### config.mk
export PLATFORM = sky130hd
export DESIGN_NAME = tm_shiftreg_ctrl
export DESIGN_NICKNAME = d
export VERILOG_FILES = /design/src/rtl/tm_shiftreg_pkg.sv /design/src/rtl/tm_sr_tick.sv /design/src/rtl/tm_shiftreg_ctrl.sv
export SDC_FILE = /design/constraint.sdc
export NUM_CORES = 1
export LEC_CHECK = 0
export ABC_AREA = 1
export BUFFER_PORTS_ARGS = -buffer_cell sky130_fd_sc_hd__buf_2
export CORE_ASPECT_RATIO = 1.5
export CORE_UTILIZATION = 40
export DETAILED_ROUTE_END_ITERATION = 6
export GPL_ROUTABILITY_DRIVEN = 0
export PLACE_DENSITY = 0.64
export SETUP_SLACK_MARGIN = 0.4
export SLEW_MARGIN = 10
export SYNTH_ARGS = -nofsm -noshare
export SYNTH_HDL_FRONTEND = slang
export SYNTH_SLANG_ARGS = --single-unit
### constraint.sdc
create_clock -name clk -period 20.6 [get_ports clk]
set_input_delay 3.09 -clock clk [delete_from_list [all_inputs] [get_ports clk]]
set_output_delay 3.09 -clock clk [all_outputs]
set_load 0.01 [all_outputs]
### src/rtl/tm_shiftreg_pkg.sv
// Shared definitions for the TMIIa configuration shift-register controllers.
package tm_shiftreg_pkg;

   typedef enum logic [1:0] {
      IDLE     = 2'd0,
      SHIFT_LO = 2'd1,
      SHIFT_HI = 2'd2,
      LOAD     = 2'd3
   } sr_state_t;

   // Ceiling log2, usable in parameter and localparam expressions.
   function automatic int clog2(input int value);
      int r;
      r = 0;
      while ((1 << r) < value) r = r + 1;
      return r;
   endfunction

endpackage

### src/rtl/tm_sr_tick.sv
// Phase timer: a DIV-cycle down-counter with terminal-count tick.
// Reused back to back for the low, high and load phases of the serial engine.
module tm_sr_tick
   import tm_shiftreg_pkg::*;
#(
   parameter int DIV = 4
) (
   input  logic clk,
   input  logic rst,
   input  logic restart,
   output logic tick
);

   localparam int            PW     = clog2(DIV + 1);
   localparam logic [PW-1:0] RELOAD = PW'(DIV - 1);

   logic [PW-1:0] cnt;

   // Reload on restart, otherwise count down and park at the terminal count.
   always_ff @(posedge clk or posedge rst) begin
      if (rst) begin
         cnt <= RELOAD;
      end else if (restart) begin
         cnt <= RELOAD;
      end else if (cnt != '0) begin
         cnt <= cnt - 1'b1;
      end
   end

   assign tick = (cnt == '0);

endmodule

### src/rtl/tm_shiftreg_ctrl.sv
// Serial engine that writes and reads back the TMIIa configuration shift
// register: WIDTH bits out MSB first on sr_din, WIDTH bits in from sr_dout,
// then a DIV-cycle sr_load strobe and a one-cycle done pulse.
//
//   state    | meaning
//   ---------+---------------------------------------------------------
//   IDLE     | waiting for start; sr_clk, sr_load low
//   SHIFT_LO | sr_clk low for DIV cycles, sr_din holds the current bit
//   SHIFT_HI | sr_clk high for DIV cycles; sr_dout captured at the end
//   LOAD     | sr_load high for DIV cycles, then done and back to IDLE
module tm_shiftreg_ctrl
   import tm_shiftreg_pkg::*;
#(
   parameter int WIDTH = 130,
   parameter int DIV   = 4
) (
   input  logic             clk,
   input  logic             rst,
   input  logic             start,
   input  logic [WIDTH-1:0] data_in,
   output logic             busy,
   output logic             done,
   output logic [WIDTH-1:0] data_out,
   output logic             sr_clk,
   output logic             sr_din,
   output logic             sr_load,
   input  logic             sr_dout
);

   localparam int            BW       = clog2(WIDTH + 1);
   localparam logic [BW-1:0] LAST_IDX = BW'(WIDTH - 1);

   sr_state_t        state;
   logic [WIDTH-1:0] tx_reg;
   logic [WIDTH-1:0] rx_reg;
   logic [BW-1:0]    bit_cnt;
   logic             tick;
   logic             restart;

   // The phase timer is held in reload while idle and reloaded at every phase
   // boundary, so each phase starts with a full DIV-cycle count.
   assign restart = (state == IDLE) || tick;

   tm_sr_tick #(
      .DIV(DIV)
   ) u_tick (
      .clk(clk),
      .rst(rst),
      .restart(restart),
      .tick(tick)
   );

   // Transfer sequencer with registered serial and handshake outputs.
   always_ff @(posedge clk or posedge rst) begin
      if (rst) begin
         state    <= IDLE;
         tx_reg   <= '0;
         rx_reg   <= '0;
         bit_cnt  <= '0;
         busy     <= 1'b0;
         done     <= 1'b0;
         data_out <= '0;
         sr_clk   <= 1'b0;
         sr_din   <= 1'b0;
         sr_load  <= 1'b0;
      end else begin
         done <= 1'b0;
         case (state)
            IDLE: begin
               if (start) begin
                  tx_reg  <= data_in;
                  sr_din  <= data_in[WIDTH-1];
                  bit_cnt <= '0;
                  busy    <= 1'b1;
                  state   <= SHIFT_LO;
               end
            end
            SHIFT_LO: begin
               if (tick) begin
                  sr_clk <= 1'b1;
                  state  <= SHIFT_HI;
               end
            end
            SHIFT_HI: begin
               if (tick) begin
                  rx_reg  <= {rx_reg[WIDTH-2:0], sr_dout};
                  tx_reg  <= {tx_reg[WIDTH-2:0], 1'b0};
                  sr_clk  <= 1'b0;
                  bit_cnt <= bit_cnt + 1'b1;
                  if (bit_cnt == LAST_IDX) begin
                     sr_load <= 1'b1;
                     sr_din  <= 1'b0;
                     state   <= LOAD;
                  end else begin
                     // sr_din moves only on the falling sr_clk edge.
                     sr_din <= tx_reg[WIDTH-2];
                     state  <= SHIFT_LO;
                  end
               end
            end
            LOAD: begin
               if (tick) begin
                  sr_load  <= 1'b0;
                  data_out <= rx_reg;
                  done     <= 1'b1;
                  busy     <= 1'b0;
                  state    <= IDLE;
               end
            end
            default: state <= IDLE;
         endcase
      end
   end

endmodule

== Word-level counts from Yosys, hierarchy flattened ==
Cells that the tools add are included.
Storage, ports and cells
  register bits after elaboration: 407
  bits of input ports: 134
Cells by class
  add/sub/neg operators: 2
  reductions and logical operators: 16
  equality and inequality tests: 9
  mux-type cells: 28
Operators with widths (number)
  $mux 129: 2
  $pmux 129 s2: 1
  $mux 8: 2
  $pmux 8 s2: 1
  $mux 1: 10
  $mux 2: 5
  $ne 2x2->1 const B: 5
  $reduce_bool 2->1: 5
  $reduce_and 3->1: 3
  $add 8x1->8 const B: 1
  $eq 8x8->1 const B: 1
  $pmux 1 s2: 4
  $pmux 2 s4: 1
  $reduce_and 4->1: 2
  $mux 3: 2
  $eq 2x2->1 const B: 2
  $reduce_and 2->1: 2
  $logic_not 3->1: 1
  $reduce_bool 3->1: 1
  $sub 3x1->3 const B: 1
  $eq 2x1->1 const B: 1
  $logic_not 2->1: 1
  $logic_or 1x1->1: 1

== Depth between registers and ports, before layout ==
  word-level depth: 4
  depth in mapped cells: 11

== Modules after synthesis ==
A second synthesis with hierarchy kept.
Second synthesis, totals
  cell total of the unflattened synthesis: 1796
  area total of the unflattened synthesis: 17533.1 um^2
By module, submodules not included
  tm_shiftreg_ctrl: cells each 1771, instances 1, area each 17342.9 um^2
  tm_sr_tick: cells each 25, instances 1, area each 190.2 um^2

== Least setup slack after synthesis ==
No wires, ideal clock.
  path kind: input to register
  start: in start
  end: reg tx_reg[115]
  stages on the path: 6
  data arrival time: 3.727 ns
  setup time: 0.130 ns
  slack: 16.743 ns
  cell sequence: nand2_2 -> nand2_4 -> buf_4 -> buf_4 -> o211ai_1 -> o21ai_0
On the way
  cells in the longest elaborated chain, start to end: 2
Ends and longest elaborated chain
  start: declaration: RTL line tm_shiftreg_ctrl.sv:19  | input logic start,
  $ne 2x2->1 (no line)
  $reduce_and 3->1 (no line)
  end signal: assignment: RTL line tm_shiftreg_ctrl.sv:71  | tx_reg <= data_in;
  end signal: assignment: RTL line tm_shiftreg_ctrl.sv:87  | tx_reg <= {tx_reg[WIDTH-2:0], 1'b0};
  end: declaration: RTL line tm_shiftreg_ctrl.sv:34  | logic [WIDTH-1:0] tx_reg;
Every way passes these cells.
A chain may end at the register's enable or synchronous reset.

==> metrics <==
vias after detailed routing=approximately 12000; kind of start point of the critical path=input port; Core Footprint=40990 um2; Final Setup Violations=0; Final Routed Wirelength=around 34000 um; CTS Buffer Depth=3; htree depth=2; die extent in x=168.4 um; vias in the first global route=11900; critical path type=input port to async pin; # diodes=0; Initial DRC Count=824; cells after synthesis=1792; DIE HEIGHT=around 250 um; Row Count=91; Top FF cell, synth=dfrtp_1; Unique masters post-synth=24; CTS Buf Count=41; run status=complete, no violations; initial core utilization=0.4055; routed vias/inst=4.836; setup bufs post-CTS=0; Req. time, crit path=21090 ps; drt pass-1 iters=7; Hold Slack=455.1 ps; nets@finish=2135; IO buf count=roughly 270; clock sinks=about 400; Detail Route Antenna Nets=0; Hold Vio Cnt, Final=0; die area=42390 um2; Synth top area share=0.6098; Post-CTS Resized=0; yosys warns=0; actual slew at the worst max-slew pin=1103 ps; RSZ-0062 raised after global routing=false; period utilization=0.2537; Detailed Place HPWL=21410 um; Post-synth EDFFs=0; asr flop ratio synth=1.000; syn nets=1930; initial antenna violation count=4; crit path max fanout=139; Worst-Skew Late Latency=550 ps; Congestion Overflow GR=0; Clock Skew=~19 ps; # DRC=0; Crit. End Element=async pin; max-cap viol count=0; area of the multi-input gates=4826 um2; min Tclk post-route=5226 ps; WP data arrival=5720 ps; Rel. slew slack=0.2644; Mapped Area=16620 um2; clock slew at reported path FFs=60 ps; Fmax=0.1913 GHz; Core Util, Final=0.4737; Slew Limit Fails=0; Hold Path Class=register to register; Syn Area/Cell=approximately 9.3 um2; routed len/inst=13.33 um; first-pass GRT wire length=around 57000 um; register area share after synthesis=0.6129; Post-CTS Hold Buffers=0; leak pwr=0.009877 uW; fillers=3966; pwr dens=79.53 nW/um2; Yosys reg bits=around 410; Area contributors post-synth=dfrtp_1, nand2_1, o21ai_0; Reg area=10190 um2; CTS root buffer=clkbuf_16; pin count of the biggest net entering global routing=about 260; Peak VDD IR=0.00006767 V; P&R area growth vs syn=16.82%; GRT Total Usage=0.1624; I/O pin total=269; commonest non-fill, non-tap cell in the layout=nand2_1; TritonCTS clock tree=done; most frequent cells in the layout=nand2_1, dfrtp_1, inv_1, buf_2, o21ai_0; Final TNS setup=0 ps; Yosys top cell by area=dfrtp_1; share of cells above drive strength 1=0.1740
synthesized netlist by cell type, types with 6 or more instances:
master / count
dfrtp_1: 405
clkbuf_1: 60
o21ai_0: 258
o211ai_1: 127
nand2_1: 424
nand3_1: 8
buf_2: 36
buf_6: 10
inv_1: 276
o21ai_1: 138
buf_4: 6
nor2_1: 17
worst max-delay path, cell delays in order:
cell and delay (ps):
buf_2 130, inv_8 600, buf_4 770, buf_4 910
power breakdown:
group / internal (uW) / leakage [uW] / switching, uW
Sequential: 800 / 0.00563 / 0.276
Combinational: 9.59 / 0.00360 / 20.1
Clock: 403 / 0.000644 / 311
per-layer routing:
metal  global-route usage  share of wire
met1               0.2152           0.45
met4              0.04987          0.024
met5                    0         0.0012
met2               0.2608           0.46
met3              0.04204          0.063
kinds of logic after synthesis:
group,count (synthesis),synth area share
fa+ha+maj,4,0.003011
xor+xnor,1,0.0005270
compound gates,527,0.1778
simple gates,461,0.1079
buf+inv,392,0.09779
flops,407,0.6129
final timing paths:
path	from	endpoint	slack, ps	cells past startpoint
worst max-delay path	rst	data_out[120]	15370	4
worst min-delay path	u_tick.cnt[0]	u_tick.cnt[0]	460	1
worst max register to register	state[1]	bit_cnt[0]	16370	9
worst min register to register	u_tick.cnt[0]	u_tick.cnt[0]	460	1
max in group clk	start	bit_cnt[0]	15740	7
min in group asynchronous	rst	data_out[31]	2720	2
stage by stage:
stage               instance area, um2  worst slack, ps  power, uW  std cells
floorplan                        16620             6190      827.7       1792
global placement                 18120            14690      846.1       2465
detailed placement               18120            14660      846.4       2465
CTS                              19420            15230       1570       2540
global route                     19420            14860       1602       2540
finish                           19420            15370       1544       2540
final cells by class:
cell class | instances | share of cell area
Multi-Input combinational cell | 993 | 0.2485
Clock inverter | 15 | 0.005542
Sequential cell | 407 | 0.5246
Inverter | 278 | 0.05438
Timing Repair Buffer | 276 | 0.07281
Clock buffer | 60 | 0.06115
Tap cell | 511 | 0.03293
Power figures use the tool's default switching activity.
